===== config.mk =====
export PLATFORM = sky130hd
export DESIGN_NAME = ara_vrt_profiler
export DESIGN_NICKNAME = d
export VERILOG_FILES = /design/src/rtl/ara_vrt_profiler.sv
export SDC_FILE = /design/constraint.sdc
export NUM_CORES = 1
export LEC_CHECK = 0
export CAP_MARGIN = 20
export CORE_MARGIN = 10
export CORE_UTILIZATION = 57
export CTS_BUF_LIST = sky130_fd_sc_hd__clkbuf_16
export DETAILED_ROUTE_END_ITERATION = 6
export PLACE_DENSITY = 0.85
export SLEW_MARGIN = 20
export SYNTH_ARGS = -nofsm -noshare
export SYNTH_HDL_FRONTEND = slang
export SYNTH_SLANG_ARGS = --single-unit

===== constraint.sdc =====
create_clock -name clk_i -period 4.17 [get_ports clk_i]
set_input_delay 0.6255 -clock clk_i [delete_from_list [all_inputs] [get_ports clk_i]]
set_output_delay 0.6255 -clock clk_i [all_outputs]
set_load 0.01 [all_outputs]

===== src/rtl/ara_vrt_profiler.sv =====
// Ara vector-runtime profiler: arms on the SW enable, counts from the first dispatched request and
// snapshots counters whenever Ara drains. Stall counters exist only when ARA_VRT_STALL_CNT_EN is defined.
module ara_vrt_profiler #(
    parameter int unsigned CntWidth  = 64,
    parameter int unsigned AddrWidth = 3
) (
    input  logic                 clk_i,
    input  logic                 rst_ni,
    input  logic                 cnt_en_i,
    input  logic                 acc_req_valid_i,
    input  logic                 ara_idle_i,
    input  logic                 dcache_miss_i,
    input  logic                 icache_miss_i,
    input  logic                 sb_full_i,
    input  logic                 cfg_req_i,
    input  logic                 cfg_we_i,
    input  logic [AddrWidth-1:0] cfg_addr_i,
    input  logic [CntWidth-1:0]  cfg_wdata_i,
    output logic [CntWidth-1:0]  cfg_rdata_o,
    output logic                 cfg_rvalid_o,
    output logic                 running_o,
    output logic                 snap_valid_o
);

    typedef enum logic [1:0] {
        IDLE  = 2'd0,
        ARMED = 2'd1,
        RUN   = 2'd2,
        DRAIN = 2'd3
    } state_e;

    state_e               state_q;
    logic [CntWidth-1:0]  runtime_q;
    logic [CntWidth-1:0]  runtime_d;
    logic [CntWidth-1:0]  runtime_buf_q;
    logic                 pending_q;
    logic [7:0]           snap_cnt_q;
    logic                 snap_valid_q;
    logic                 running;
    logic                 pending_set;
    logic                 snap_take;
    logic                 clear_fire;
    logic [15:0]          status;
    logic [CntWidth-1:0]  status_word;
    logic [CntWidth-1:0]  rdata_d;

    function automatic logic [CntWidth-1:0] sat_inc(input logic [CntWidth-1:0] v, input logic en);
        if (en && (v != {CntWidth{1'b1}})) begin
            return v + CntWidth'(1);
        end
        return v;
    endfunction

    assign running     = (state_q == RUN) || (state_q == DRAIN);
    assign pending_set = acc_req_valid_i && (running || ((state_q == ARMED) && cnt_en_i));
    assign snap_take   = pending_q && ara_idle_i && !acc_req_valid_i && !pending_set;
    assign clear_fire  = cfg_req_i && cfg_we_i && (cfg_addr_i == AddrWidth'(5)) && (state_q == IDLE);
    // A snapshot captures the counters including the snapshot cycle itself.
    assign runtime_d   = sat_inc(runtime_q, running);

    assign running_o    = running;
    assign snap_valid_o = snap_valid_q;

    always_ff @(posedge clk_i or negedge rst_ni) begin
        if (!rst_ni) begin
            state_q <= IDLE;
        end else begin
            case (state_q)
                IDLE: begin
                    if (cnt_en_i) state_q <= ARMED;
                end
                ARMED: begin
                    if (!cnt_en_i)            state_q <= IDLE;
                    else if (acc_req_valid_i) state_q <= RUN;
                end
                RUN: begin
                    if (!cnt_en_i) state_q <= DRAIN;
                end
                DRAIN: begin
                    if (cnt_en_i)        state_q <= RUN;
                    else if (ara_idle_i) state_q <= IDLE;
                end
                default: state_q <= IDLE;
            endcase
        end
    end

    always_ff @(posedge clk_i or negedge rst_ni) begin
        if (!rst_ni) begin
            runtime_q     <= '0;
            runtime_buf_q <= '0;
            pending_q     <= 1'b0;
            snap_cnt_q    <= 8'd0;
            snap_valid_q  <= 1'b0;
        end else if (clear_fire) begin
            runtime_q     <= '0;
            runtime_buf_q <= '0;
            pending_q     <= 1'b0;
            snap_cnt_q    <= 8'd0;
            snap_valid_q  <= 1'b0;
        end else begin
            runtime_q <= runtime_d;
            if (pending_set) begin
                pending_q <= 1'b1;
            end else if (snap_take) begin
                runtime_buf_q <= runtime_d;
                pending_q     <= 1'b0;
                snap_cnt_q    <= snap_cnt_q + 8'd1;
                snap_valid_q  <= 1'b1;
            end
        end
    end

`ifdef ARA_VRT_STALL_CNT_EN
    logic [CntWidth-1:0] dcache_q, icache_q, sbfull_q;
    logic [CntWidth-1:0] dcache_d, icache_d, sbfull_d;
    logic [CntWidth-1:0] dcache_buf_q, icache_buf_q, sbfull_buf_q;
    logic                unused_inputs;

    assign dcache_d = sat_inc(dcache_q, running && dcache_miss_i);
    assign icache_d = sat_inc(icache_q, running && icache_miss_i);
    assign sbfull_d = sat_inc(sbfull_q, running && sb_full_i);
    assign unused_inputs = ^cfg_wdata_i;

    always_ff @(posedge clk_i or negedge rst_ni) begin
        if (!rst_ni) begin
            dcache_q     <= '0;
            icache_q     <= '0;
            sbfull_q     <= '0;
            dcache_buf_q <= '0;
            icache_buf_q <= '0;
            sbfull_buf_q <= '0;
        end else if (clear_fire) begin
            dcache_q     <= '0;
            icache_q     <= '0;
            sbfull_q     <= '0;
            dcache_buf_q <= '0;
            icache_buf_q <= '0;
            sbfull_buf_q <= '0;
        end else begin
            dcache_q <= dcache_d;
            icache_q <= icache_d;
            sbfull_q <= sbfull_d;
            if (snap_take) begin
                dcache_buf_q <= dcache_d;
                icache_buf_q <= icache_d;
                sbfull_buf_q <= sbfull_d;
            end
        end
    end
`else
    logic unused_inputs;
    assign unused_inputs = ^{cfg_wdata_i, dcache_miss_i, icache_miss_i, sb_full_i};
`endif

    assign status = {snap_cnt_q, 3'b000, pending_q, 2'b00, state_q};

    // STATUS is zero-extended, or truncated for narrow counter builds.
    generate
        if (CntWidth > 16) begin : g_status_wide
            assign status_word = {{(CntWidth-16){1'b0}}, status};
        end else begin : g_status_narrow
            assign status_word = status[CntWidth-1:0];
        end
    endgenerate

    always_comb begin
        rdata_d = '0;
        case (cfg_addr_i)
            AddrWidth'(0): rdata_d = status_word;
            AddrWidth'(1): rdata_d = runtime_buf_q;
`ifdef ARA_VRT_STALL_CNT_EN
            AddrWidth'(2): rdata_d = dcache_buf_q;
            AddrWidth'(3): rdata_d = icache_buf_q;
            AddrWidth'(4): rdata_d = sbfull_buf_q;
`endif
            default:       rdata_d = '0;
        endcase
    end

    always_ff @(posedge clk_i or negedge rst_ni) begin
        if (!rst_ni) begin
            cfg_rvalid_o <= 1'b0;
            cfg_rdata_o  <= '0;
        end else begin
            cfg_rvalid_o <= cfg_req_i;
            cfg_rdata_o  <= (cfg_req_i && !cfg_we_i) ? rdata_d : '0;
        end
    end

endmodule

# Word-level counts from Yosys, hierarchy flattened
# Index checks and enable logic that the tools add are counted.
# classes
addsub	2
n_mul	0
div	0
magnitude_cmp	0
n_eq_ne	11
shift	0
n_mux	25
bitwise_logic	0
reduce_logical	21
# ops
op	n
64-bit 2-to-1 mux	7
64-bit one-hot mux with 2 select lines	1
64-bit by 1-bit adder with 64-bit output (second input constant)	1
64-bit != test (second input constant)	1
8-bit 2-to-1 mux	3
2-bit 2-to-1 mux	6
1-bit logical AND	10
8-bit by 1-bit adder with 8-bit output (second input constant)	1
2-bit one-hot mux with 4 select lines	1
1-bit 2-to-1 mux	7
3-bit != test (second input constant)	2
2-bit == test (second input constant)	2
2-bit != test (second input constant)	2
4-bit AND reduction	1
3-bit by 1-bit == test with 1-bit output (second input constant)	1
3-bit == test (second input constant)	1
1-bit logical NOT	3
3-bit logical NOT	1
3-bit nonzero test	1
2-bit by 1-bit == test with 1-bit output (second input constant)	1
2-bit logical NOT	1
1-bit logical OR	2
2-bit by 1-bit != test with 1-bit output (second input constant)	1
2-bit AND reduction	1
2-bit nonzero test	1
# word_totals
register_bits	205
latch_bits	0
ramBits	0
rom_bits	0
out_inout_bits	67
mem_count	0

# Logic depth before layout (Yosys ltp)
# Gate-level depths: netlist (run 1).
# depth
ltp_word	9
mapped_depth	9

# Worst setup path after synthesis (run 1)
# No wires, ideal clock.
# synth_timing
path_type	reg-to-reg
from	reg runtime_q[0]
to	reg runtime_buf_q[58]
setup_ns	0.130
t_arrival_ns	2.221
t_required_ns	4.040
slack_ns	1.820
path_stages_with_launch	10
path_buffers	1
synth_period_minus_slack_ns	2.350
cell_sequence	dfrtp_1 ha_1 nand4_1 or3_1 buf_2 or3_4 nor4_4 and4_1 xnor2_1 a21oi_2
# synth_via
elab_chain_cells	7
word_cells_on_any_way	9
classes_between	add/sub: 1; eq/ne: 1; mux: 6; reduce/logical: 1
# synth_lines
element	line_no	source
from (decl)	33	logic [CntWidth-1:0] runtime_q;
from (signal assigned)	102	runtime_q <= runtime_d;
branches (longest 3 deep; another with 64-bit by 1-bit adder with 64-bit output)	n/a	
64-bit 2-to-1 mux (*)	51	return v;
64-bit 2-to-1 mux (*)	105	end else if (snap_take) begin
64-bit 2-to-1 mux (*)	103	if (pending_set) begin
64-bit 2-to-1 mux (*)	95	end else if (clear_fire) begin
to (signal assigned)	106	runtime_buf_q <= runtime_d;
to (decl)	35	logic [CntWidth-1:0] runtime_buf_q;
# Every way passes the cells marked *. The select of a mux whose other input is x is not followed.
# A chain may end at the register's enable or synchronous reset.

# Worst setup path after layout (run 1)
# layout_timing
from	reg runtime_q[29]
to	reg runtime_buf_q[7]
# layout_via
elab_chain_cells	7
# layout_lines
element	line_no	source
64-bit != test	48	if (en && (v != {CntWidth{1'b1}})) begin
1-bit logical AND	48	
1-bit 2-to-1 mux	48	
64-bit 2-to-1 mux	51	
64-bit 2-to-1 mux	105	
64-bit 2-to-1 mux	103	
64-bit 2-to-1 mux	95	
# Every way passes these cells. The select of a mux whose other input is x is not followed.

==> impl_results.md, run 1 <==
- Register bit count reported by yosys: 205
- Vias in the first global route: 6618
- Final Critical Period: 2861 ps
- Leakage power: 4.379 nW
- CTS buffer count: 20
- Core ar.: 15150 µm²
- Fmax: 349.5 MHz
- Top FF cell, synth: dfrtp_1
- Slowest stage delay, CP: 520 ps
- Crit path kind: flop to flop
- Synth Cell Area: 8750 µm²
- Crit path max fanout: 6
- Post-CTS setup buffers: 0
- Commonest non-fill, non-tap cell in the layout: dfrtp_1
- Area Growth Syn to Fin: 18.85%
- Max-slew violation count: 0
- Root Buffer: clkbuf_16
- Worst-Skew Late Latency: 490 ps
- Largest net degree at the start of global routing: 111
- Seq/Total Area, Yosys: 58.63%
- Via density: 5.863
- Clk slew on worst S/H paths: 60 ps
- Tcrit/Tclk final: 68.61%
- Grt total ovfl: 0
- CP required: 4530 ps
- Synth warn: 0
- Post-CTS Hold Fix Bufs: 0
- Worst vdd ir: 0.3548 mV
- Post_cts resized: 0
- Place WS: 1473 ps
- CP Launch Type: flop
- TritonCTS clock tree: yes
- Worst clock skew: 14.08 ps
- Setup ws final: 1309 ps
- Max-cap viol count: 0
- 1st-iter DRT viols: 581
- Die Width: 143.9 µm
- Drt total wl: 20.27 mm
- Gr usage total: 20.08%
- Arr. time, crit path: 3220 ps
- Status: complete, no violations
- Antenna Nets Post-Route: 0
- Pin slew with the least headroom to its limit: 917.9 ps
- Nets: 987
- Drt wl/cell: 18.26 µm
- RSZ-0062 raised after global routing: no
- H-tree depth: 1
- Crit end category: flop
- RePlAce Congestion: 0.9449
- Port bufs: 76
- CP cell instances: nand4_1 > nor4_1 > nand4_1 > nor4_2 > buf_4 > nor3_1 > xnor2_1 > a21oi_1
- Detail Placement HPWL: 13.58 mm
- Most frequent CP cell: nand4_1
- CP max stage cell: nor4_2
- Netlist cell types: 47
- Die Ht: 143.9 µm
- Hold Path Class: primary input to async pin
- Worst slew margin: 38.34%
- Cell row count: 45
- Endpoints failing setup: 0
- Fraction of registers with async set/reset: 100.0%
- Sink Count: 205
- Avg Inst Size Synth: 10.42 µm²
- DR DRC count: 0
- Post-synth net total: 919
- Clk buf depth: 3
- Io pins: 144
- First-pass iteration count of the detailed router: 7
- Final non-filler cell area: 10400 µm²
- Final hold vios: 0
- Antenna violations before repair: 0
- Via Count: 6508
- Most frequent cells in the layout: dfrtp_1 (205), nor2_1 (106), clkdlybuf4s50_1 (75)
- Pwr dens: 582.1 nW/µm²
- # diodes: 0
- Layout cells sized above 1: 7.050%
- Worst R2R Setup Slack: 1310 ps
- First-pass GRT wire length: 33.97 mm
- Starting density of the core: 57.77%
- Placement Cell Area: 9727 µm²
- Cells after Synth: 840
- Die area: 20710 µm²
- Total negative slack: 0 ps
- Post-synth EDFFs: 0
## report_power, final
| group | switching [W] | internal (W) | leakage [nW] |
|---|---|---|---|
| Sequential | 0.000510 | 0.00257 | 2.55 |
| Clock | 0.000731 | 0.00110 | 0.344 |
| Combinational | 0.000661 | 0.000486 | 1.49 |
## critical path, delay by kind of cell (launching register included)
kind                   cells  cell delay [ps]
AO/OA/AOI/OAI              1              110
flip-flops                 1              470
XOR/XNOR                   1              290
AND/OR/NAND/NOR            5             1590
buffers and inverters      1              270
## cell type report
| type | instances | area (µm²) |
|---|---|---|
| clock buffer | 21 | 525.5 |
| timing repair buffer | 91 | 914.6 |
| tap | 188 | 235.2 |
| clock inverter | 15 | 146.4 |
| fill | 1062 | 4747 |
| sequential | 205 | 5130 |
| inverter | 4 | 15.01 |
| multi-input combinational | 586 | 3432 |
## cell families after synthesis
group / synth area share [%]
AND/OR/NAND/NOR: 22.14
flip-flops: 58.63
AO/OA/AOI/OAI: 8.766
XOR/XNOR: 6.607
buffers and inverters: 2.202
multiplexers: 1.373
adder cells (fa/ha/maj): 0.2860
## worst paths after layout
kind / from / cells after the start / to
min reg2reg: runtime_buf_q[20] / 1 / cfg_rdata_o[20]
min in group clk_i: runtime_buf_q[20] / 1 / cfg_rdata_o[20]
max in group asynchronous: rst_ni / 2 / runtime_buf_q[35]
min: rst_ni / 1 / cfg_rdata_o[26]
max: runtime_q[29] / 8 / runtime_buf_q[7]
max reg2reg: runtime_q[29] / 8 / runtime_buf_q[7]
## cell usage after synthesis (2+ instances only)
library cell | instances | area share [%]
and2_1 | 57 | 4.1
xor2_1 | 32 | 3.2
nand4_2 | 4 | 0.57
clkbuf_1 | 38 | 1.6
nor2_1 | 106 | 4.5
or2_2 | 2 | 0.14
nor3_1 | 29 | 1.7
nand3b_1 | 3 | 0.26
ha_1 | 2 | 0.29
inv_1 | 4 | 0.17
or4_4 | 2 | 0.26
and3_1 | 15 | 1.1
or4_1 | 3 | 0.26
buf_1 | 2 | 0.086
a31oi_1 | 5 | 0.36
nand2_1 | 38 | 1.6
o21ai_0 | 64 | 3.7
nand3_1 | 40 | 2.3
xnor2_1 | 34 | 3.4
dfrtp_1 | 205 | 59
or3_4 | 2 | 0.26
a21oi_1 | 65 | 3.7
nor4_2 | 2 | 0.29
and4_1 | 10 | 1.0
nor2b_1 | 2 | 0.14
nand4_1 | 30 | 2.1
mux2i_1 | 12 | 1.4
nor4_1 | 7 | 0.50
buf_2 | 4 | 0.23
or3_1 | 4 | 0.29
## flip-flops by register name (all words and copies together), names as in the netlist, named ones only
| name | count |
|---|---|
| pending_q | 1 |
| snap_cnt_q | 8 |
| runtime_buf_q | 64 |
| state_q | 1 |
| snap_valid_o | 1 |
| cfg_rdata_o | 64 |
| cfg_rvalid_o | 1 |
| runtime_q | 64 |
## metal layers
metal	GRT usage [%]	up-vias	share of wire (%)	wire length, µm
li1	-	3065	-	-
met1	27.58	3201	44	8992
met2	32.38	209	47	9541
met3	3.465	33	6.7	1359
met4	5.105	0	1.8	371
met5	0	-	0	0
## per-stage QoR
stage / power, W / hold slack, ps / utilization (%) / std cells
after detailed placement: 0.004215 / 456.0 / 64.22 / 1074
after global routing: 0.006390 / 311.5 / 68.66 / 1110
after floorplan: 0.003775 / 329.9 / - / 840
after global placement: 0.004139 / 457.7 / 64.22 / 1074
after CTS: 0.006085 / 286.8 / 68.66 / 1110
final: 0.006053 / 260.1 / 68.66 / 1110
(Power assumes the default switching activity.)
==> inputs of run 2 (changes only) <==
- CORE_UTILIZATION: 57 -> 53
- PLACE_DENSITY: 0.85 -> 0.79
- clock period: 4.17 -> 2.77 ns (I/O delays scaled with it)
==> run 2 against run 1 <==
  * Count of clock-buffer cells in the layout is 2 higher
  * Critical path depth decreased by 1
  * Cell area up 4.6%
  * Total power rose by 58%
  * Largest power group unchanged
  * Highest routed layer unchanged
==> impl_results.md, run 2 (same netlist as run 1, synthesis figures left out) <==
- CP cell instances: nand4_1 > or3_4 > or4_4 > a21oi_4 > and4_1 > xnor2_1 > a21oi_1
- Drt total wl: 21.08 mm
- Antenna violations before repair: 0
- CP Launch Type: flop
- Worst R2R Setup Slack: 140 ps
- H-tree depth: 1
- R2r startpoint: runtime_q[0]
- Family with the most delay on the worst path: simple AND/OR/NAND/NOR gates
- Worst r2r dst: runtime_buf_q[27]
- Cell row count: 46
- Drt wl/cell: 17.84 µm
- Endpoints failing setup: 0
- Clock power frac: 32.0%
- Hold Path Class: primary input to flop
- Max-slew violation count: 0
- Logic pwr share: 20.3%
- Clk slew on worst S/H paths: 60 ps
- Max-cap viol count: 0
- Crit path kind: flop to flop
- Fmax: 379.7 MHz
- Sw frac: 31.10%
- Clk buf depth: 3
- CTS buffer count: 22
- Hold Crit Endpoint: cfg_rvalid_o
- Slowest stage delay, CP: 510 ps
- Final hold vios: 0
- # fillers: 1206
- CP max stage cell: or4_4
- Worst vdd ir: 0.5022 mV
- Crit end category: flop
- Tcrit/Tclk final: 95.08%
- Post-layout power: 0.009579 W
- Pwr dens: 881.0 nW/µm²
- Worst clock skew: 18.52 ps
- CP required: 3140 ps
- Worst Hold Depth: 1
- RePlAce Congestion: 0.9506
- Area Growth Syn to Fin: 24.27%
- HP Start: cfg_req_i
- # diodes: 0
- Leakage power: 4.621 nW
- First-pass iteration count of the detailed router: 5
- 1st-iter DRT viols: 458
- Via Count: 6688
- Total negative slack: 0 ps
- Sw Pwr: 0.002979 W
- Core ar.: 16060 µm²
- Die area: 22050 µm²
- Sequential power share: 47.7%
- Cell depth of the worst flop-to-flop path: 7
- Most frequent cells in the layout: dfrtp_1 (205), nor2_1 (106), clkdlybuf4s50_1 (75)
- Largest net degree at the start of global routing: 65
- Die Ht: 148.5 µm
- Detail Placement HPWL: 14.30 mm
- Number of non-filler instances in the completed layout: 1182
- Crit path max fanout: 7
- Root Buffer: clkbuf_16
- Post-CTS setup buffers: 0
- Worst slew margin: 60.52%
- Gr usage total: 19.20%
- Via density: 5.658
- DR DRC count: 0
- Regs by FF count: cfg_rdata_o x64, runtime_buf_q x64, runtime_q x64
- Arr. time, crit path: 3010 ps
- Worst-Skew Late Latency: 510 ps
- Buf/Inv on CP: 0
- Port bufs: 76
- Status: complete, no violations
- Final Critical Period: 2634 ps
- Sink Count: 205
- TritonCTS clock tree: yes
- Int Power: 0.006600 W
- RSZ-0062 raised after global routing: no
- Layout cells sized above 1: 11.49%
- Antenna Nets Post-Route: 0
- Vias in the first global route: 6649
- First-pass GRT wire length: 35.09 mm
- Pin slew with the least headroom to its limit: 592.2 ps
- Starting density of the core: 54.49%
- Commonest non-fill, non-tap cell in the layout: dfrtp_1
- Grt total ovfl: 0
- Nets: 1030
- Io pins: 144
- Post-placement cell count: 1142
- Die Width: 148.5 µm
- Post-layout util: 67.71%
[run 2: routing by layer]
| layer | global-route usage (%) | vias up | part of all wire (%) |
|---|---|---|---|
| met1 | 27.00 | 3310 | 45 |
| met4 | 6.293 | 0 | 2.3 |
| met2 | 29.58 | 210 | 46 |
| met3 | 3.216 | 42 | 6.6 |
| met5 | 0 | - | 0 |
| li1 | - | 3126 | - |
[run 2: worst max path at each step]
stage / startpoint / to / slack, ps / depth (start not counted)
after floorplan: runtime_q[0] / runtime_buf_q[58] / 420 / 9
after global placement: runtime_q[0] / runtime_buf_q[38] / 190 / 7
after detailed placement: runtime_q[0] / runtime_buf_q[38] / 170 / 7
after CTS: runtime_q[0] / runtime_buf_q[38] / 150 / 7
after global routing: runtime_q[0] / runtime_buf_q[25] / 20 / 7
final: runtime_q[0] / runtime_buf_q[27] / 140 / 7
[run 2: power groups by stage]
stage / clock (W) / sequential [W] / combinational, W
4_1_cts: 0.00311 / 0.00455 / 0.00196
5_1_grt: 0.00326 / 0.00467 / 0.00221
3_3_place_gp: 0 / 0.00454 / 0.00186
2_1_floorplan: 0 / 0.00442 / 0.00126
6_report: 0.00306 / 0.00457 / 0.00195
3_5_place_dp: 0 / 0.00457 / 0.00192
[run 2: final cells by class]
type	instances	area (µm²)	area share, %
clock inverter	16	195.2	1.795
multi-input combinational	586	3437	31.61
clock buffer	23	575.6	5.293
sequential	205	5130	47.18
tap	216	270.3	2.486
timing repair buffer	132	1250	11.50
inverter	4	15.01	0.1381
[run 2: what timing repair did]
action / CTS / global route
setup endpoints to repair: 0 / 4
gates resized for setup: 0 / 1
hold endpoints to repair: 60 / 0
hold buffers: 1 / 0
[run 2: per-stage QoR]
step           instance area [µm²]  setup WS, ps  hold WS (ps)
2_1_floorplan                 8750         419.5         119.9
3_3_place_gp                 10090         190.5         438.6
3_5_place_dp                 10090         169.6         440.9
4_1_cts                      10870         146.4         375.5
5_1_grt                      10870         20.18         379.8
6_report                     10870         136.2         389.7
